===== config.mk =====
export PLATFORM = sky130hd
export DESIGN_NAME = pulse_pacer
export DESIGN_NICKNAME = d
export VERILOG_FILES = /design/src/rtl/pulse_pacer.sv
export SDC_FILE = /design/constraint.sdc
export NUM_CORES = 1
export LEC_CHECK = 0
export CORE_ASPECT_RATIO = 1.25
export CORE_UTILIZATION = 25
export DETAILED_ROUTE_END_ITERATION = 16
export GPL_TIMING_DRIVEN = 1
export SLEW_MARGIN = 5
export SYNTH_ARGS = -nofsm -noshare
export SYNTH_HDL_FRONTEND = slang
export SYNTH_SLANG_ARGS = --single-unit

===== constraint.sdc =====
create_clock -name clk_i -period 2.6 [get_ports clk_i]
set_input_delay 0.52 -clock clk_i [delete_from_list [all_inputs] [get_ports clk_i]]
set_output_delay 0.52 -clock clk_i [all_outputs]
set_load 0.03 [all_outputs]

===== src/rtl/pulse_pacer.sv =====
// pulse_pacer
// Source-domain conditioner that sits in front of a toggle pulse synchronizer.
// Bursty single-cycle events are counted when they cannot be forwarded at
// once. They are re-emitted as single-cycle pulses whose rising edges are at
// least GAP clk_i cycles apart, so the downstream toggle is never lost. Events
// that arrive while the pending counter is full are dropped, and a sticky flag
// records the drop.
//
// Ports:
//   clk_i      : the single clock (source domain)
//   rstn_i     : asynchronous active-low reset
//   puls_i     : event pulse; every high cycle is one event
//   ovf_clr_i  : clears the sticky overflow flag on the next edge
//   puls_o     : paced single-cycle pulse, registered
//   pend_o     : number of events still waiting to be emitted, registered
//   busy_o     : a gap is running or events are pending
//   ovf_o      : sticky, at least one event was dropped
module pulse_pacer #(
  parameter int GAP   = 4,
  parameter int CNT_W = 4
) (
  input  logic             clk_i,
  input  logic             rstn_i,
  input  logic             puls_i,
  input  logic             ovf_clr_i,
  output logic             puls_o,
  output logic [CNT_W-1:0] pend_o,
  output logic             busy_o,
  output logic             ovf_o
);

  // The gap counter only has to hold GAP-1; GAP >= 2 keeps GW >= 1.
  localparam int GW = $clog2(GAP);
  localparam logic [GW-1:0]    GapLoad = GW'(GAP - 1);
  localparam logic [GW-1:0]    GapOne  = GW'(1);
  localparam logic [CNT_W-1:0] PendMax = '1;
  localparam logic [CNT_W-1:0] PendOne = CNT_W'(1);

  typedef enum logic {
    ST_IDLE,
    ST_GAP
  } state_e;

  state_e           state_q, state_d;
  logic [GW-1:0]    gap_q, gap_d;
  logic [CNT_W-1:0] pend_q, pend_d;
  logic             ovf_q, ovf_d;
  logic             puls_q;
  logic             fire;
  logic             drop;

  // A pulse leaves whenever no gap is running and there is something to send.
  // A fresh input event can go straight out without first being counted.
  assign fire = (state_q == ST_IDLE) && ((pend_q != '0) || puls_i);

  always_comb begin
    state_d = state_q;
    gap_d   = gap_q;
    pend_d  = pend_q;
    ovf_d   = ovf_q;
    drop    = 1'b0;

    case (state_q)
      ST_IDLE: begin
        if (fire) begin
          state_d = ST_GAP;
          gap_d   = GapLoad;
        end
      end
      ST_GAP: begin
        gap_d = gap_q - GapOne;
        // Leaving on the count of one makes the next fire exactly GAP
        // cycles after the previous one.
        if (gap_q == GapOne) begin
          state_d = ST_IDLE;
        end
      end
      default: begin
        state_d = ST_IDLE;
        gap_d   = '0;
      end
    endcase

    // Arrival and departure in the same cycle cancel out. A departure without
    // an arrival always has a pending event behind it, so no underflow.
    if (puls_i && !fire) begin
      if (pend_q == PendMax) begin
        drop = 1'b1;
      end else begin
        pend_d = pend_q + PendOne;
      end
    end else if (!puls_i && fire) begin
      pend_d = pend_q - PendOne;
    end

    // A drop in the same cycle as a clear must still leave the flag set.
    if (ovf_clr_i) begin
      ovf_d = 1'b0;
    end
    if (drop) begin
      ovf_d = 1'b1;
    end
  end

  always_ff @(posedge clk_i or negedge rstn_i) begin
    if (!rstn_i) begin
      state_q <= ST_IDLE;
      gap_q   <= '0;
      pend_q  <= '0;
      ovf_q   <= 1'b0;
      puls_q  <= 1'b0;
    end else begin
      state_q <= state_d;
      gap_q   <= gap_d;
      pend_q  <= pend_d;
      ovf_q   <= ovf_d;
      puls_q  <= fire;
    end
  end

  assign puls_o = puls_q;
  assign pend_o = pend_q;
  assign ovf_o  = ovf_q;
  assign busy_o = (state_q == ST_GAP) || (pend_q != '0);

endmodule


## Word-level counts from Yosys, hierarchy flattened

Cells that the tools add are included.

- Add/subtract/negate cells: 3
- Equality and inequality tests: 4
- Mux-type cells: 12
- Bitwise gates (word level): 1
- Reduce and logical (&&, ||, !) cells: 11

Operators by type and width:

| kind | number |
|---|---|
| $mux W4 | 3 |
| $mux W1 | 6 |
| $add A4 B1 Y4 const B | 1 |
| $eq A4 B4 Y1 const B | 1 |
| $ne A2 B2 Y1 const B | 2 |
| $pmux W2 S2 | 1 |
| $reduce_bool A2 Y1 | 2 |
| $reduce_bool A4 Y1 | 1 |
| $sub A4 B1 Y4 const B | 1 |
| $logic_and A1 B1 Y1 | 3 |
| $eq A2 B1 Y1 const B | 1 |
| $logic_not A1 Y1 | 2 |
| $logic_or A1 B1 Y1 | 2 |
| $mux W2 | 1 |
| $pmux W1 S2 | 1 |
| $reduce_and A2 Y1 | 1 |
| $sub A2 B1 Y2 const B | 1 |
| $not A1 Y1 | 1 |

- Register bits after elaboration: 9
- Output and inout bits: 7

## Depth between registers and ports, before layout

- Depth in word-level cells: 7
- Mapped depth: 6
- Mapped depth without buffers: 6

## Worst setup path before layout

OpenSTA, ideal clock, no wires.

- Path kind: register to output
- From: reg pend_q[1] (netlist: pend_o[1])
- To: out busy_o
- Arrival: 1.493 ns
- Path slack: 0.587 ns
- Cell stages (with the launch flop): 3
- Buffers on the path: 0
- Cell sequence: dfrtp_1 > or4_4 > or2_2

- Longest elaborated chain between the ends: 2

Ends and longest elaborated chain:

| what | line | text |
|---|---|---|
| from (decl) | 46 | `logic [CNT_W-1:0] pend_q, pend_d;` |
| from (signal assigned) | 115 | `pend_q <= pend_d;` |
| $reduce_bool A4 Y1 | 124 | `assign busy_o = (state_q == ST_GAP) \|\| (pend_q != '0);` |
| $logic_or A1 B1 Y1 | 124 |  |
| to (decl) | 28 | `output logic busy_o,` |

No other way between the ends.

## Worst setup path after layout

- From: reg pend_q[3] (netlist: pend_o[3])
- To: out busy_o

Same word-level chain as after synthesis.

==> results.yml <==
floorplan:
  ios: 11
  core-area_mm2: 0.001765
  fp-row-count: 17
  start_util: 0.2679
  dieArea_mm2: 0.002071
  fp.dieW_um: 40.91
  die_h_um: 50.63
detailed_routing:
  drt_wl_total_um: 861
  drt-pass1-iter-count: 3
  detail-route-antenna-nets: 0
  drtIter0Drc: 4
  routedWlPerCell_um: 11.18
  viasPerCell: 4.455
  num_vias: 343
  drc_errors: 0
hold_path:
  hp-class: "reg2reg"
  hold_depth: 1
power:
  p_int_uw: 526.3
  leakage_uw: 0.0002957
  swShare: 0.4084
  powerDensity_mw_per_mm2: 1373
  combPwrFrac: 0.577
  vdd_drop_max_mv: 0.5888
  clkPwrFrac: 0.123
  power.switching_uw: 363.3
  pwr-share-seq: 0.299
worst_setup_path:
  path_depth: 3
  cp-start-kind: "flop"
  cpLargestDelayFamily: "simple AND/OR/NAND/NOR gates"
  critPathArrivalTime_ns: 1.72
  cp_cell_sequence: "or4_4, or2_2, dlymetal6s2s_1"
  slowest_stage: "or4_4"
  cp_max_fo: 4
  required_ns: 2.08
  reg2reg_depth: 6
  crit_path_max_incr_delay_ns: 0.52
  path_buf_inv: 1
  end_kind: "output port"
  rrSetupSlack_ns: 0.89
  crit_type: "reg2out"
job:
  drv_cap: 0
finish:
  num-fill-cells: 184
  final_area_um2: 648.1
  area_growth_pct: 37.04
  drive_gt1_frac: 0.2241
  num_antenna_cells: 0
  fin_nets: 67
  instances_no_fill: 77
placed_design:
  port_buffers: 10
  dp_cells: 73
  place_area_um2: 619.3
  gp_congestion: 0.7902
  hpwl_um: 651.2
  place_ws_ns: 0.2912
yosys:
  avgSynthCellArea_um2: 11.54
  yosys.area.top_type_share: 0.4762
  yosysUniqueCellTypes: 20
  netlist_instances: 41
  synth_nets: 49
  yosys.area.top_type: "dfrtp_1"
  yosysSeqAreaShare: 0.4762
  synth_seq_cells: 9
  yosys-top-cells-area: "dfrtp_1, ha_1, mux2_4"
  yosysWarnings: 0
  synth_area_um2: 473.0
timing:
  fmaxAchievable_mhz: 447.3
  hold_ws_ns: 0.4802
  worst_clock_skew_ns: 0.004108
  min_period_ns: 2.236
  setup_viol: 0
  finalSetupTns_ns: 0
  hold_viol_final: 0
  rsz0062_at_grt: "no"
  worst_pin_slew_ns: 0.4127
  finalCritPeriodShare: 0.8599
  relSlewSlack: 0.7240
  drv_slew: 0
  setup_slack_ns: 0.3642
cts:
  htree_num_levels: 1
  path_clk_slew_ns: 0.07
  clockRootBuffer: "clkbuf_4"
  cts_tree: "done"
  clock_latency_ns: 0.26
  clock-sinks: 9
  postCtsSetupRepairBufs: 0
  numCtsBuffers: 3
  clk_path_buf_depth: 2
global_route:
  antenna_found_initial: 0
  grtUsageTotal: 0.1036
  grt_pass1_wl_um: 1373
  grt_overflow: 0
  grt_max_degree: 10
  grt_pass1_vias: 323
status:
  status: "finished clean"
## stage by stage
step / total power [µW] / util
2_1_floorplan: 608.6 / -
3_3_place_gp: 776.7 / 0.3508
3_5_place_dp: 786.8 / 0.3508
4_1_cts: 900.7 / 0.3657
5_1_grt: 962.7 / 0.3671
6_report: 889.6 / 0.3671
## what timing repair did
action                     CTS  global route
hold buffers                 0             0
resized for setup            0             1
setup endpoints to repair    0             1
## power by group through the flow
stage	Sequential [µW]	Combinational, µW	Clock (µW)
after floorplan	360	249	0
after global placement	267	510	0
after detailed placement	269	518	0
after CTS	268	519	114
after global routing	278	564	121
final	266	513	110
## sequential cells by signal (all words and copies together) (netlist names)
name / flops
pend_o: 4
gap_q: 2
ovf_o: 1
puls_o: 1
state_q: 1
## worst register-to-register path: cells and delay by family (launching register included)
family                   cells  cell delay [ns]
AO/OA/AOI/OAI                2             0.37
adder cells (fa/ha/maj)      1             0.28
XOR/XNOR                     1             0.17
AND/OR/NAND/NOR              1             0.11
flip-flops                   1             0.46
multiplexers                 1             0.25
## synth_stat cells
master    count
a21boi_1      1
a21o_2        1
a21oi_1       3
dfrtp_1       9
fa_1          1
ha_1          3
inv_1         3
mux2_4        2
mux2i_1       1
nand2_1       1
nand2_2       1
nand2_4       1
nand2b_1      1
nand3_1       1
nand4_1       1
nor2_1        5
o22ai_1       1
or2_2         1
or4_4         1
xor2_1        3
## metal layers
metal  routed length, µm  up-vias  track usage
met2                 426        8       0.1484
li1                    -      173            -
met4                  12        0      0.08333
met1                 379      160       0.1222
met5                   0        -            0
met3                  42        2      0.02655
## final timing paths
kind                                start         to
min in group asynchronous          rstn_i   gap_q[0]
worst min-delay path             gap_q[0]   gap_q[0]
worst min register to register   gap_q[0]   gap_q[0]
max in group asynchronous          rstn_i  pend_o[1]
worst max register to register    state_q  pend_o[3]
worst max-delay path            pend_o[3]     busy_o
## kinds of logic after synthesis
group | synth area share
adders and majority gates | 0.1217
muxes | 0.08466
DFF | 0.4762
buffers and inverters | 0.02381
AOI/OAI and AO/OA | 0.07937
and+or+nand+nor | 0.1587
xor gates and xnor gates | 0.05557
## placed cells by master, fill, tap and decap left out
cell type / n
a21boi_1: 1
a21o_2: 1
a21oi_1: 3
buf_4: 3
clkbuf_1: 1
clkbuf_4: 3
clkdlybuf4s50_1: 9
dfrtp_1: 9
dlymetal6s2s_1: 1
fa_1: 1
ha_1: 3
inv_1: 3
mux2_4: 2
mux2i_1: 1
nand2_1: 1
nand2_2: 1
nand2_4: 1
nand2b_1: 1
nand3_1: 1
nand4_1: 1
nor2_1: 5
o22ai_1: 1
or2_2: 1
or4_4: 1
xor2_1: 3
## area by class of cell
type	instances	area, µm²	area share
clock buffer	4	26.28	0.04054
timing repair buffer	13	125.1	0.1931
sequential	9	225.2	0.3475
inverter	3	11.26	0.01737
multi-input combinational	29	236.5	0.3649
tap	19	23.77	0.03668
No activity file was read; power rests on OpenSTA's default activity.
